===== config.mk =====
export PLATFORM = sky130hd
export DESIGN_NAME = traffic_lights_cmd_seq
export DESIGN_NICKNAME = d
export VERILOG_FILES = /design/src/rtl/traffic_lights_pkg.sv /design/src/rtl/traffic_lights_cmd_seq.sv
export SDC_FILE = /design/constraint.sdc
export NUM_CORES = 1
export LEC_CHECK = 0
export CORE_MARGIN = 2
export CORE_UTILIZATION = 50
export CTS_CLUSTER_SIZE = 28
export DETAILED_ROUTE_END_ITERATION = 10
export PLACE_DENSITY = 0.79
export REMOVE_ABC_BUFFERS = 1
export SLEW_MARGIN = 30
export SYNTH_ARGS = -nofsm -noshare
export SYNTH_HDL_FRONTEND = slang
export SYNTH_SLANG_ARGS = --single-unit

===== constraint.sdc =====
create_clock -name clk_i -period 2.53 [get_ports clk_i]
set_input_delay 0.506 -clock clk_i [delete_from_list [all_inputs] [get_ports clk_i]]
set_output_delay 0.506 -clock clk_i [all_outputs]
set_load 0.03 [all_outputs]

===== src/rtl/traffic_lights_pkg.sv =====
// Shared definitions for the traffic light controller and its command sequencer:
// command/request encodings, timing field width, reset timing defaults and the
// request payload struct.
package traffic_lights_pkg;

  localparam int unsigned TIME_W = 16;

  // Command codes understood by the controller's command port.
  typedef enum logic [2:0] {
    CMD_ON         = 3'b000,
    CMD_OFF        = 3'b001,
    CMD_BLINK      = 3'b010,
    CMD_SET_GREEN  = 3'b011,
    CMD_SET_RED    = 3'b100,
    CMD_SET_YELLOW = 3'b101
  } cmd_type_t;

  // High-level request operations accepted by the sequencer.
  typedef enum logic [1:0] {
    OP_ON       = 2'd0,
    OP_OFF      = 2'd1,
    OP_BLINK    = 2'd2,
    OP_RECONFIG = 2'd3
  } req_op_t;

  // Controller timing values after reset, in ms.
  localparam logic [TIME_W-1:0] RST_RED_MS    = 16'd100;
  localparam logic [TIME_W-1:0] RST_YELLOW_MS = 16'd30;
  localparam logic [TIME_W-1:0] RST_GREEN_MS  = 16'd50;

  // Latched request payload; a zero timing field means "leave unchanged".
  typedef struct packed {
    req_op_t           op;
    logic [TIME_W-1:0] green_ms;
    logic [TIME_W-1:0] red_ms;
    logic [TIME_W-1:0] yellow_ms;
  } seq_req_t;

endpackage


===== src/rtl/traffic_lights_cmd_seq.sv =====
// Command sequencer for the traffic light controller.
// Accepts ON/OFF/BLINK/RECONFIG requests over valid/ready and expands each into
// single-cycle command pulses, wrapping timing writes in a blink window and
// inserting CMD_GAP_CYCLES idle cycles after every pulse.
// Ports:
//   clk_i, rst_ni          clock, async active-low reset
//   req_valid_i/ready_o    request handshake (ready high only in IDLE)
//   req_op_i               0 ON, 1 OFF, 2 BLINK, 3 RECONFIG
//   req_*_ms_i             new timing values, 0 = leave unchanged
//   cmd_valid_o            one-cycle command strobe
//   cmd_type_o/cmd_data_o  command code and SET_* value, 0 outside strobes
//   busy_o                 sequencer not idle
module traffic_lights_cmd_seq
  import traffic_lights_pkg::*;
#(
  parameter int unsigned CMD_GAP_CYCLES = 2
) (
  input  logic              clk_i,
  input  logic              rst_ni,
  input  logic              req_valid_i,
  output logic              req_ready_o,
  input  logic [1:0]        req_op_i,
  input  logic [TIME_W-1:0] req_green_ms_i,
  input  logic [TIME_W-1:0] req_red_ms_i,
  input  logic [TIME_W-1:0] req_yellow_ms_i,
  output logic              cmd_valid_o,
  output logic [2:0]        cmd_type_o,
  output logic [TIME_W-1:0] cmd_data_o,
  output logic              busy_o
);

  localparam int unsigned CNT_W =
    (CMD_GAP_CYCLES > 0) ? $clog2(CMD_GAP_CYCLES + 1) : 1;
  // GAP counts down from GAP_LOAD to 0, giving CMD_GAP_CYCLES cycles in GAP.
  localparam logic [CNT_W-1:0] GAP_LOAD =
    (CMD_GAP_CYCLES > 0) ? CNT_W'(CMD_GAP_CYCLES - 1) : '0;

  // S_OFF carries the OFF pulse; ON requests reuse S_PRE_ON for their ON pulse.
  typedef enum logic [3:0] {
    S_IDLE,
    S_PRE_ON,
    S_OFF,
    S_BLINK,
    S_SET_G,
    S_SET_R,
    S_SET_Y,
    S_POST_ON,
    S_GAP
  } state_t;

  state_t            state_q, state_d;
  state_t            ret_q, ret_d;
  logic [CNT_W-1:0]  gap_cnt_q, gap_cnt_d;
  seq_req_t          req_q, req_in;
  logic              light_off_q;
  logic              accept;

  logic              cmd_valid_d;
  cmd_type_t         cmd_type_d;
  logic [TIME_W-1:0] cmd_data_d;
  logic              busy_d;
  logic              ready_d;

  // Issuing step that follows `cur` for request `r`; S_IDLE as `cur` yields the first step.
  function automatic state_t next_step(input state_t cur, input seq_req_t r,
                                       input logic off);
    state_t nxt;
    nxt = S_IDLE;
    case (cur)
      S_IDLE: begin
        case (r.op)
          OP_ON:   nxt = S_PRE_ON;
          OP_OFF:  nxt = S_OFF;
          default: nxt = off ? S_PRE_ON : S_BLINK;  // controller ignores BLINK while off
        endcase
      end
      S_PRE_ON: nxt = (r.op == OP_ON) ? S_IDLE : S_BLINK;
      S_BLINK: begin
        if (r.op == OP_BLINK)      nxt = S_IDLE;
        else if (r.green_ms != '0) nxt = S_SET_G;
        else if (r.red_ms != '0)   nxt = S_SET_R;
        else if (r.yellow_ms != '0) nxt = S_SET_Y;
        else                       nxt = S_POST_ON;
      end
      S_SET_G: begin
        if (r.red_ms != '0)         nxt = S_SET_R;
        else if (r.yellow_ms != '0) nxt = S_SET_Y;
        else                        nxt = S_POST_ON;
      end
      S_SET_R: nxt = (r.yellow_ms != '0) ? S_SET_Y : S_POST_ON;
      S_SET_Y: nxt = S_POST_ON;
      default: nxt = S_IDLE;
    endcase
    return nxt;
  endfunction

  // Incoming request payload.
  always_comb begin
    req_in.op        = req_op_t'(req_op_i);
    req_in.green_ms  = req_green_ms_i;
    req_in.red_ms    = req_red_ms_i;
    req_in.yellow_ms = req_yellow_ms_i;
  end

  assign accept = req_valid_i && (state_q == S_IDLE);

  // State register plus registered outputs, latched request and light_off flag.
  always_ff @(posedge clk_i or negedge rst_ni) begin
    if (!rst_ni) begin
      state_q     <= S_IDLE;
      ret_q       <= S_IDLE;
      gap_cnt_q   <= '0;
      req_q       <= '0;
      light_off_q <= 1'b0;
      cmd_valid_o <= 1'b0;
      cmd_type_o  <= 3'b000;
      cmd_data_o  <= '0;
      busy_o      <= 1'b0;
      req_ready_o <= 1'b1;
    end else begin
      state_q   <= state_d;
      ret_q     <= ret_d;
      gap_cnt_q <= gap_cnt_d;
      if (accept) begin
        req_q <= req_in;
      end
      if (state_d == S_OFF) begin
        light_off_q <= 1'b1;
      end else if ((state_d == S_PRE_ON) || (state_d == S_POST_ON)) begin
        light_off_q <= 1'b0;
      end
      cmd_valid_o <= cmd_valid_d;
      cmd_type_o  <= 3'(cmd_type_d);
      cmd_data_o  <= cmd_data_d;
      busy_o      <= busy_d;
      req_ready_o <= ready_d;
    end
  end

  // Next-state logic: every issuing state lasts one cycle, then GAP (or straight on when gap is 0).
  always_comb begin
    state_d   = state_q;
    ret_d     = ret_q;
    gap_cnt_d = gap_cnt_q;
    case (state_q)
      S_IDLE: begin
        if (req_valid_i) begin
          state_d = next_step(S_IDLE, req_in, light_off_q);
        end
      end
      S_GAP: begin
        if (gap_cnt_q == '0) begin
          state_d = ret_q;
        end else begin
          gap_cnt_d = gap_cnt_q - CNT_W'(1);
        end
      end
      default: begin
        if (CMD_GAP_CYCLES == 0) begin
          state_d = next_step(state_q, req_q, light_off_q);
        end else begin
          state_d   = S_GAP;
          ret_d     = next_step(state_q, req_q, light_off_q);
          gap_cnt_d = GAP_LOAD;
        end
      end
    endcase
  end

  // Output decode from the next state so registered outputs line up with the state.
  always_comb begin
    cmd_valid_d = 1'b0;
    cmd_type_d  = CMD_ON;
    cmd_data_d  = '0;
    busy_d      = (state_d != S_IDLE);
    ready_d     = (state_d == S_IDLE);
    case (state_d)
      S_PRE_ON, S_POST_ON: begin
        cmd_valid_d = 1'b1;
        cmd_type_d  = CMD_ON;
      end
      S_OFF: begin
        cmd_valid_d = 1'b1;
        cmd_type_d  = CMD_OFF;
      end
      S_BLINK: begin
        cmd_valid_d = 1'b1;
        cmd_type_d  = CMD_BLINK;
      end
      S_SET_G: begin
        cmd_valid_d = 1'b1;
        cmd_type_d  = CMD_SET_GREEN;
        cmd_data_d  = req_q.green_ms;
      end
      S_SET_R: begin
        cmd_valid_d = 1'b1;
        cmd_type_d  = CMD_SET_RED;
        cmd_data_d  = req_q.red_ms;
      end
      S_SET_Y: begin
        cmd_valid_d = 1'b1;
        cmd_type_d  = CMD_SET_YELLOW;
        cmd_data_d  = req_q.yellow_ms;
      end
      default: ;
    endcase
  end

endmodule


; ---- Word-level counts from Yosys, hierarchy flattened
; Cells that the tools add are included.
[word_totals]
reg_bits = 83
input_bits = 53
wordCells = 64
[classes]
add_sub_neg = 1
n_eq_ne = 16
muxes = 18
bitwise_logic = 1
reduce_logical = 15
[op_table]
columns = op, n
row1 = one-hot mux 16 bit (3 select lines), 1
row2 = nonzero test 16 bit, 3
row3 = == test 4 x 3 -> 1 bit (second input constant), 7
row4 = two-way mux 4 bit, 5
row5 = one-hot mux 4 bit (5 select lines), 1
row6 = one-hot mux 3 bit (5 select lines), 1
row7 = == test 4 x 2 -> 1 bit (second input constant), 3
row8 = == test 4 x 1 -> 1 bit (second input constant), 2
row9 = logical NOT 4 bit, 2
row10 = one-hot mux 2 bit (2 select lines), 2
row11 = one-hot mux 4 bit (2 select lines), 1
row12 = OR reduction 7 bit, 1
row13 = logical NOT 2 bit, 3
row14 = two-way mux 2 bit, 3
row15 = == test 4 bit (second input constant), 1
row16 = two-way mux 1 bit, 4
row17 = nonzero test 4 bit, 1
row18 = == test 2 x 1 -> 1 bit (second input constant), 1
row19 = == test 2 bit (second input constant), 1
row20 = inequality test 2 bit (second input constant), 1
row21 = AND reduction 2 bit, 1
row22 = nonzero test 2 bit, 1
row23 = OR reduction 2 bit, 1
row24 = subtractor 2 x 1 -> 2 bit (second input constant), 1
row25 = 3 further kinds, 3

; ---- Logic depth before layout (Yosys ltp)
; Gate-level depths: netlist (run 1).
[depth]
depth_word = 8
ltp_mapped = 8
mapped_depth_nobuf = 8

; ---- Least setup slack after synthesis (run 1)
; OpenSTA, ideal clock, no wires.
[synth_timing]
kind = register to register
from = register state_q[1]
to = register cmd_data_o[10]
setup_time_ns = 0.076
t_arrival_ns = 1.793
slack_ns = 0.660
stages_incl_launch_ff = 8
period_less_slack_ns = 1.870
cell_sequence = dfrtp_1 > buf_4 > or3_4 > nor3b_4 > nor2_2 > or3_4 > buf_6 > o21ai_1
[synth_between]
elab_chain_len = 4
elab_cells_between_ends = 9
classes_between = eq/ne: 4 / mux: 4 / reduce/logical: 1
[synth_rtl]
columns = element, line
row1 = from (decl), traffic_lights_cmd_seq.sv:51  ; state_t state_q, state_d;
row2 = from (signal assigned), traffic_lights_cmd_seq.sv:121  ; state_q <= state_d;
row3 = "== test 4 bit, or another cell as far along", traffic_lights_cmd_seq.sv:145  ; case (state_q)
row4 = one-hot mux 4 bit (2 select lines) *, traffic_lights_cmd_seq.sv:145
row5 = == test 4 x 3 -> 1 bit, traffic_lights_cmd_seq.sv:177  ; case (state_d)
row6 = one-hot mux 16 bit (3 select lines) *, traffic_lights_cmd_seq.sv:177
row7 = net cmd_data_d[10], traffic_lights_cmd_seq.sv:60  ; logic [TIME_W-1:0] cmd_data_d;
row8 = to (signal assigned), traffic_lights_cmd_seq.sv:134  ; cmd_data_o <= cmd_data_d;
row9 = to (decl), traffic_lights_cmd_seq.sv:28  ; output logic [TIME_W-1:0] cmd_data_o,
; Mark *: on every way through the listed nets, which the timed path passes. The rest lies on a longest branch.
; A chain may end at the register's enable or synchronous reset.

; ---- Worst setup path after layout (run 1)
[layout_timing]
from = register gap_cnt_q[0]
to = register cmd_data_o[12]
[layout_between]
elab_chain_len = 5
elab_cells_between_ends = 7
classes_between = eq/ne: 3 / mux: 3 / reduce/logical: 1
[layout_rtl]
columns = element, line
row1 = from (decl), traffic_lights_cmd_seq.sv:53  ; logic [CNT_W-1:0] gap_cnt_q, gap_cnt_d;
row2 = from (signal assigned), traffic_lights_cmd_seq.sv:123  ; gap_cnt_q <= gap_cnt_d;
row3 = logical NOT 2 bit *, traffic_lights_cmd_seq.sv:152  ; if (gap_cnt_q == '0) begin
row4 = two-way mux 4 bit *, traffic_lights_cmd_seq.sv:152
row5 = one-hot mux 4 bit (2 select lines) *, traffic_lights_cmd_seq.sv:145
row6 = == test 4 x 3 -> 1 bit, traffic_lights_cmd_seq.sv:177
row7 = one-hot mux 16 bit (3 select lines) *, traffic_lights_cmd_seq.sv:177
row8 = net cmd_data_d[12], traffic_lights_cmd_seq.sv:60
; Marked as above.

==> results of run 1 <==
[worst max-delay path, cell delays in order, from the launching register on]
cell	delay (ps)
dfrtp_1	360
inv_1	50
ha_1	230
and4b_1	190
nand2_1	250
clkinv_1	370
buf_4	300
a32oi_1	220
o21ai_1	110
[layout make-up]
type                    count  area share (%)
clock inverters             5            1.24
flip-flops and latches     82            45.4
repair buffers             84            18.0
inverters                  21            1.74
well taps                  80            2.21
clock buffers              10            2.82
multi-input cells         163            28.7
[sequential cells by signal, summed over array words and instances, names as in the netlist, 2 cells and up]
register	flops
gap_cnt_q	2
cmd_type_o	3
ret_q	3
state_q	4
req_q	50
cmd_data_o	16
[power by group through the flow]
stage | Combinational [mW] | Sequential [mW] | Clock, mW
6_report | 1.46 | 2.29 | 0.918
5_1_grt | 1.62 | 2.35 | 0.987
4_1_cts | 1.48 | 2.28 | 0.927
3_5_place_dp | 1.47 | 2.30 | 0
3_3_place_gp | 1.41 | 2.28 | 0
2_1_floorplan | 1.01 | 2.22 | 0
[worst paths after layout]
check / to / slack [ps] / start / cells past startpoint
max: cmd_data_o[12]$_DFF_PN0_ / 310 / gap_cnt_q[0]$_DFFE_PN0P_ / 8
min: cmd_data_o[9]$_DFF_PN0_ / 140 / rst_ni / 1
max reg2reg: cmd_data_o[12]$_DFF_PN0_ / 310 / gap_cnt_q[0]$_DFFE_PN0P_ / 8
min reg2reg: cmd_data_o[5]$_DFF_PN0_ / 540 / req_q[37]$_DFFE_PN0P_ / 2
max in group asynchronous: req_ready_o$_DFF_PN1_ / 1660 / rst_ni / 2
min in group clk_i: cmd_data_o[5]$_DFF_PN0_ / 540 / req_q[37]$_DFFE_PN0P_ / 2
[layout by cell type (no fill, tap or decap), types with 4 or more instances in the layout]
master           instances
nor2b_1                  5
a21oi_1                  4
nor4_1                  12
nor2_1                  10
dfrtp_1                 81
inv_1                   20
buf_4                   11
nand2_1                 11
o21ai_1                 10
clkbuf_8                 9
mux2_2                  50
clkdlybuf4s50_1         73
nand2b_1                 4
a32oi_1                 16
o21ai_0                  9
[metal layers]
layer	global-route usage, %	part of all wire [%]	up-vias
met5	0	0	-
met4	10.2	2.4	0
met3	3.49	4.7	15
met2	36.8	50	87
met1	27.5	42	1252
li1	-	-	1177
[kinds of logic after synthesis]
logic type	share of synthesized area, %
AO/OA/AOI/OAI	9.71
XOR/XNOR	0.251
adder cells (fa/ha/maj)	0.358
buffers and inverters	4.09
flip-flops	58.8
multiplexers	16.4
AND/OR/NAND/NOR	10.4
[metrics by stage]
step / total power [mW] / hold slack [ps] / area (sq um) / utilization (%) / cells
global route: 4.96 / 169 / 4530 / 67.0 / 445
CTS: 4.69 / 155 / 4530 / 67.0 / 445
finish: 4.67 / 138 / 4530 / 67.0 / 445
global placement: 3.68 / 502 / 4340 / 64.3 / 430
floorplan: 3.23 / 210 / 3430 / - / 266
detailed placement: 3.77 / 517 / 4340 / 64.3 / 430
==> flow_summary.yaml, run 1 <==
floorplanning:
  ios: 75
  row_count: 30
  core_sq_um: 6760
  die_w_um: 87.6
  fp.dieH_um: 87.6
  die_area_sq_um: 7670
  initial_utilization_pct: 51.7
clock_network:
  clk_pin_slew_ps: 80
  post_cts_buffers: 0
  numCtsBuffers: 9
  clockRootBuffer: "clkbuf_8"
  cts_resized: 0
  ctsHtreeMaxLevel: 3
  cts_hold_buf: 0
  cts_tree: "built"
  clk_latency_ps: 360
  cts.sinks: 82
  clockBufferDepth: 2
timing:
  skew_ps: 8.52
  min_period_ps: 2220
  finalHoldViolCount: 0
  post-route-period-util_pct: 87.6
  tightestPinTransition_ps: 576
  setup_violations: 0
  rsz0062_at_grt: "false"
  fmax_ghz: 0.451
  slew_headroom_pct: 61.6
  maxSlewViolCount: 0
  fin_tns_setup_ps: 0
  layout_setup_ws_ps: 315
placed_design:
  preCtsSetupSlack_ps: 156
  hpwl_um: 5540
  io_buffers: 74
  gp_congestion: 0.859
yosys:
  synthesis.area_sq_um: 3490
  synthMostInstantiatedCell: "dfrtp_1"
  async_flop_share_pct: 100
  synth_edf_count: 0
  yosysWarnings: 0
  synth_ff_type: "dfrtp_1"
  synth_area_leader_cell: "dfrtp_1"
  synth_common_cells: "81 x dfrtp_1, 50 x mux2_2, 20 x inv_1, 16 x a32oi_1"
  syn_inst: 279
  yosys.area.top_type_share_pct: 58.1
  synth_area_leaders: "dfrtp_1 58%, mux2_2 16%, a32oi_1 4.0%, inv_1 2.2%, nor4_1 2.2%"
  ys_seq_elements: 82
  syn-mean-instance-area_sq_um: 12.5
  ys_seq_area_share_pct: 58.8
  synth_cell_types: 41
power_and_ir_drop:
  p_switching_mw: 1.58
  powerDensity_nw_per_um2: 1030
  combPwrFrac_pct: 31.3
  peakVddDrop_mv: 0.456
  swShare_pct: 33.8
  p_leak_nw: 1.95
  seqPwrFrac_pct: 49.0
  p_int_mw: 3.09
  pwr-share-clk_pct: 19.7
detailed_routing:
  wl_um: 7800
  route.detailed.drc: 0
  dr_total_vias: 2531
  viasPerCell: 5.69
  wl_per_cell_um: 17.5
  ant_nets: 0
  dr.pass1.iters: 4
  drtIter0Drc: 154
critical_path:
  end_kind: "register"
  cp-start-kind: "register"
  cp_data_required_time_ps: 2760
  critical_path_arrival_ps: 2450
  path_max_fanout: 11
  worstSetupPathType: "reg2reg"
global_route:
  grt_pass1_wl_um: 12500
  grt_max_degree: 47
  grt_overflow: 0
  grt_pass1_vias: 2593
  antenna_found_initial: 0
  gr-usage-all-layers_pct: 21.8
cells_and_area:
  final_nets: 415
  area_delta_synth_final_pct: 29.7
  fillers: 523
  drive_gt1_share_pct: 23.3
  multi_input_area_sq_um: 1300
  antenna_cells: 0
  layout.area.seq_sq_um: 2050
min_path:
  min_path_type: "in2async"
run:
  drv_cap: 0
status:
  status: "finished, final reports clean"
No activity file was read; power rests on OpenSTA's default activity.
==> inputs of run 2 (changes only) <==
Settings changed: GPL_TIMING_DRIVEN from default to 0.
==> run 2 against run 1 <==
Against the previous run: first-iteration DRC count grew 32%; critical path type unchanged; global-route usage shrank 1.6 points; via count decreased by 2.3%; cell count is 1.6% lower.
==> flow_summary.yaml, run 2 (same netlist as run 1, synthesis figures left out) <==
critical_path:
  critical_path_arrival_ps: 2500
  ff2ff_setup_slack_ps: 250
  end_kind: "register"
  path_max_fanout: 19
  rr_endpoint: "busy_o$_DFF_PN0_"
  worstSetupPathType: "reg2reg"
  reg2reg_from: "gap_cnt_q[0]$_DFFE_PN0P_"
  r2r_cells: 7
  cp-start-kind: "register"
  cp_data_required_time_ps: 2760
  crit_start: "gap_cnt_q[0]$_DFFE_PN0P_"
  cp-endpoint: "busy_o$_DFF_PN0_"
detailed_routing:
  wl_per_cell_um: 16.6
  dr.pass1.iters: 4
  dr_total_vias: 2472
  drtIter0Drc: 204
  route.detailed.drc: 0
  viasPerCell: 5.64
  ant_nets: 0
  wl_um: 7270
floorplanning:
  core_sq_um: 6760
  row_count: 30
  die_w_um: 87.6
  die_area_sq_um: 7670
  ios: 75
  initial_utilization_pct: 51.7
  fp.dieH_um: 87.6
timing:
  min_period_ps: 2280
  rsz0062_at_grt: "false"
  setup_violations: 0
  skew_ps: 12.4
  maxSlewViolCount: 0
  fmax_ghz: 0.439
  slew_headroom_pct: 52.3
  hold-worst-slack_ps: 532
  tightestPinTransition_ps: 714
  finalHoldViolCount: 0
  post-route-period-util_pct: 90.0
global_route:
  antenna_found_initial: 0
  gr-usage-all-layers_pct: 20.1
  grt_max_degree: 64
  grt_pass1_vias: 2426
  grt_pass1_wl_um: 11600
  grt_overflow: 0
clock_network:
  clockBufferDepth: 2
  cts.sinks: 82
  clk_latency_ps: 350
  clockRootBuffer: "clkbuf_8"
  ctsHtreeMaxLevel: 3
  cts_tree: "built"
  clk_pin_slew_ps: 80
  numCtsBuffers: 9
power_and_ir_drop:
  powerDensity_nw_per_um2: 1010
  peakVddDrop_mv: 0.491
  p_leak_nw: 1.91
cells_and_area:
  layout_common_cells: "81 x dfrtp_1, 73 x clkdlybuf4s50_1, 50 x mux2_2, 20 x inv_1, 16 x a32oi_1"
  fillers: 537
  area_delta_synth_final_pct: 29.5
  final_nets: 408
  antenna_cells: 0
  registers.top_by_ff_count: "req_q"
  largest_registers: "req_q x50, cmd_data_o x16, state_q x4"
  fin_area_sq_um: 4520
  drive_gt1_share_pct: 21.5
  final_common_cell: "dfrtp_1"
  largest_register_ffs: 50
placed_design:
  gp_congestion: 0.816
  io_buffers: 74
  place_area_sq_um: 4320
  hpwl_um: 5070
min_path:
  min_path_type: "reg2reg"
status:
  status: "finished, final reports clean"
run:
  drv_cap: 0
## run 2: final cells by class
| class | count | area (sq um) | area share (%) |
|---|---|---|---|
| inverters | 21 | 82.6 | 1.83 |
| flip-flops and latches | 82 | 2050 | 45.4 |
| repair buffers | 77 | 800 | 17.7 |
| clock inverters | 3 | 25.0 | 0.553 |
| clock buffers | 12 | 145 | 3.21 |
| multi-input cells | 163 | 1320 | 29.1 |
| well taps | 80 | 100 | 2.21 |
## run 2: power breakdown
part           internal (mW)  switching [mW]  total [mW]
combinational          0.806           0.645        1.45
sequential              1.84           0.436        2.27
clock                  0.384           0.461       0.846
total                   3.03            1.54        4.57
## run 2: layer usage
metal	part of all wire, %	wire, um	vias to the layer above	track usage [%]
met5	0	0	-	0
met4	2.1	155	0	9.37
met3	4.7	339	12	4.62
met2	48	3480	71	30.5
met1	45	3300	1233	27.8
li1	-	-	1156	-
## run 2: timing repair
item                                   in CTS  in global routing
hold buffers                                1                  0
endpoints found under the hold margin      19                  0
setup endpoints to repair                   0                 21
gates resized for setup                     0                  1
setup buffers                               0                  1
## run 2: how the worst min path moves through the flow
stage	startpoint	endpoint	depth (start not counted)
after global placement	gap_cnt_q[0]$_DFFE_PN0P_	gap_cnt_q[0]$_DFFE_PN0P_	2
after floorplan	rst_ni	busy_o$_DFF_PN0_	0
after CTS	light_off_q$_DFFE_PN0P_	light_off_q$_DFFE_PN0P_	1
final	req_q[37]$_DFFE_PN0P_	cmd_data_o[5]$_DFF_PN0_	2
after detailed placement	rst_ni	req_q[25]$_DFFE_PN0P_	1
after global routing	req_q[46]$_DFFE_PN0P_	req_q[46]$_DFFE_PN0P_	1
## run 2: worst max-delay path: stages, from the launching register on
cell        delay [ps]
dfrtp_1            370
inv_1               50
ha_1               230
and4b_1            190
nand2_1            270
clkinvlp_4         430
nor4_1             540
inv_1               80
## run 2: through the flow
step	TNS, ps	instances	worst slack [ps]	utilization [%]	power (mW)
after floorplan	0	266	245	-	3.23
after global placement	-191520	420	-1840	63.2	3.65
after detailed placement	-2360	421	-181	63.9	3.73
after CTS	0	437	90.1	66.6	4.57
after global routing	0	438	83.9	66.9	4.84
final	0	438	253	66.9	4.57
==> variant: new RTL, config.mk and constraints of run 1 <==
The package constant `TIME_W` goes from 16 to 32.
--- a/src/rtl/traffic_lights_pkg.sv
+++ b/src/rtl/traffic_lights_pkg.sv
@@ -3,7 +3,7 @@
 // request payload struct.
 package traffic_lights_pkg;
 
-  localparam int unsigned TIME_W = 16;
+  localparam int unsigned TIME_W = 32;
 
   // Command codes understood by the controller's command port.
   typedef enum logic [2:0] {
Interface: changed (resized cmd_data_o, req_green_ms_i, req_red_ms_i and req_yellow_ms_i); port bits go from 75 to 139. The function was not compared with the original's and may differ.
==> variant against run 1 <==
Synthesized cell count up 68%; non-clock buffer count is 63 higher; count of clock-buffer cells in the layout increased by 15; design area is 84% higher; total power up 99%; combinational power rose by 92%; routed wire length rose by 86%; worst setup slack got worse by 62 ps; sequential cell count rose by 64; first-iteration DRC count increased by 79%; synthesized area up 79%.
==> variant: results (changes against run 1) <==
status: finished, final reports clean
Worst Path Arrival: 2630 ps (+180 ps)
critical path fanouts, max: 31 (+20)
M3 GR Usage: 0.0785 (+0.0436)
Pint: 6.21 mW (+100%)
largest net degree at the start of global routing: 147 (+210%)
CTS Buf Count: 17 (+8)
layout cells sized above 1: 0.265 (+0.0320)
slowest cell on the critical path: or3_1
peak supply drop: 635 uV (+39%)
Leak: 3.49 nW (+79%)
RR Endpoint: cmd_data_o[18]
GRT met2 Usage: 0.376 (+0.00776)
post-synthesis compound-gate area fraction: 0.0931 (-0.00405)
Distinct cells, synth: 40 (-2.4%)
hold_ws: 186 ps (+47.4 ps)
initial DRC count: 276 (+79%)
reg2reg path depth: 6 (-2)
vias in the first global route: 4513 (+74%)
setup slack, reg-to-reg: 250 ps (-60 ps)
sequential fraction of the synthesis area: 0.586 (-0.00221)
routed wire length: 14.5 mm (+86%)
H-tree Lvls: 4 (+1)
GP Congestion: 0.821 (-4.4%)
vias: 4318 (+71%)
xor/xnor cell area share of the yosys netlist: 0.00281 (+0.000299)
Synth top cells by count: dfrtp_1, mux2_2, nand2_1
HPWL Detailed: 10.1 mm (+82%)
## variant: changes by cell type in the layout (fill, tap and decap cells not counted), moves of 16 or more
cell,delta
a22oi_2,+30
a32oi_1,-16
clkbuf_16,+17
clkdlybuf4s50_1,+64
dfrtp_1,+64
mux2_2,+39
nand2_1,+58
## variant: metrics by stage
stage | utilization | cell area (um^2) | std cells
2_1_floorplan | - | 6060 | 445
3_3_place_gp | 0.644 | 7800 | 760
3_5_place_dp | 0.644 | 7800 | 760
4_1_cts | 0.688 | 8330 | 791
5_1_grt | 0.688 | 8330 | 791
6_report | 0.688 | 8330 | 791
## variant: cell families (layout without fill, tap and decap cells)
logic type / Yosys count / after routing
compound gates: 58 / 58
xor+xnor: 2 / 2
fa+ha+maj: 1 / 1
buf+inv: 29 / 183
flops: 146 / 146
mux: 98 / 98
simple gates: 135 / 135
## variant: routing by layer
metal / vias up / wire length [um]
met1: 2192 / 6090
met2: 134 / 7350
met4: 0 / 214
met5: - / 0
li1: 1977 / -
met3: 15 / 822
## variant: cell type report
cell class,instances,area [um^2],area share
clock inverter,6,30.0,0.00361
sequential,146,3650,0.439
multi-input combinational,294,2390,0.287
timing repair buffer,147,1530,0.183
clock buffer,25,495,0.0595
tap,168,210,0.0252
inverter,5,18.8,0.00225
## variant: how the worst max path moves through the flow
stage / from / to / slack [ps] / cells after the start
floorplan: state_q[0] / cmd_data_o[12] / -950 / 5
global placement: req_op_i[1] / cmd_data_o[12] / 260 / 7
detailed placement: req_valid_i / cmd_data_o[22] / 180 / 7
CTS: state_q[0] / cmd_data_o[12] / 290 / 6
global route: state_q[0] / cmd_data_o[8] / 180 / 6
finish: state_q[0] / cmd_data_o[18] / 250 / 6
## variant: critical path, delay by kind of cell (launching register included)
family | cells | cell delay (ps)
flops | 1 | 470
simple gates | 4 | 1350
compound gates | 1 | 80
buf+inv | 1 | 260
## variant: power by group through the flow
stage / combinational [mW] / clock (mW) / sequential (mW)
final: 2.81 / 2.22 / 4.25
after global routing: 3.04 / 2.40 / 4.37
after CTS: 2.85 / 2.27 / 4.23
after detailed placement: 2.83 / 0 / 4.26
after global placement: 2.70 / 0 / 4.21
after floorplan: 1.73 / 0 / 4.22
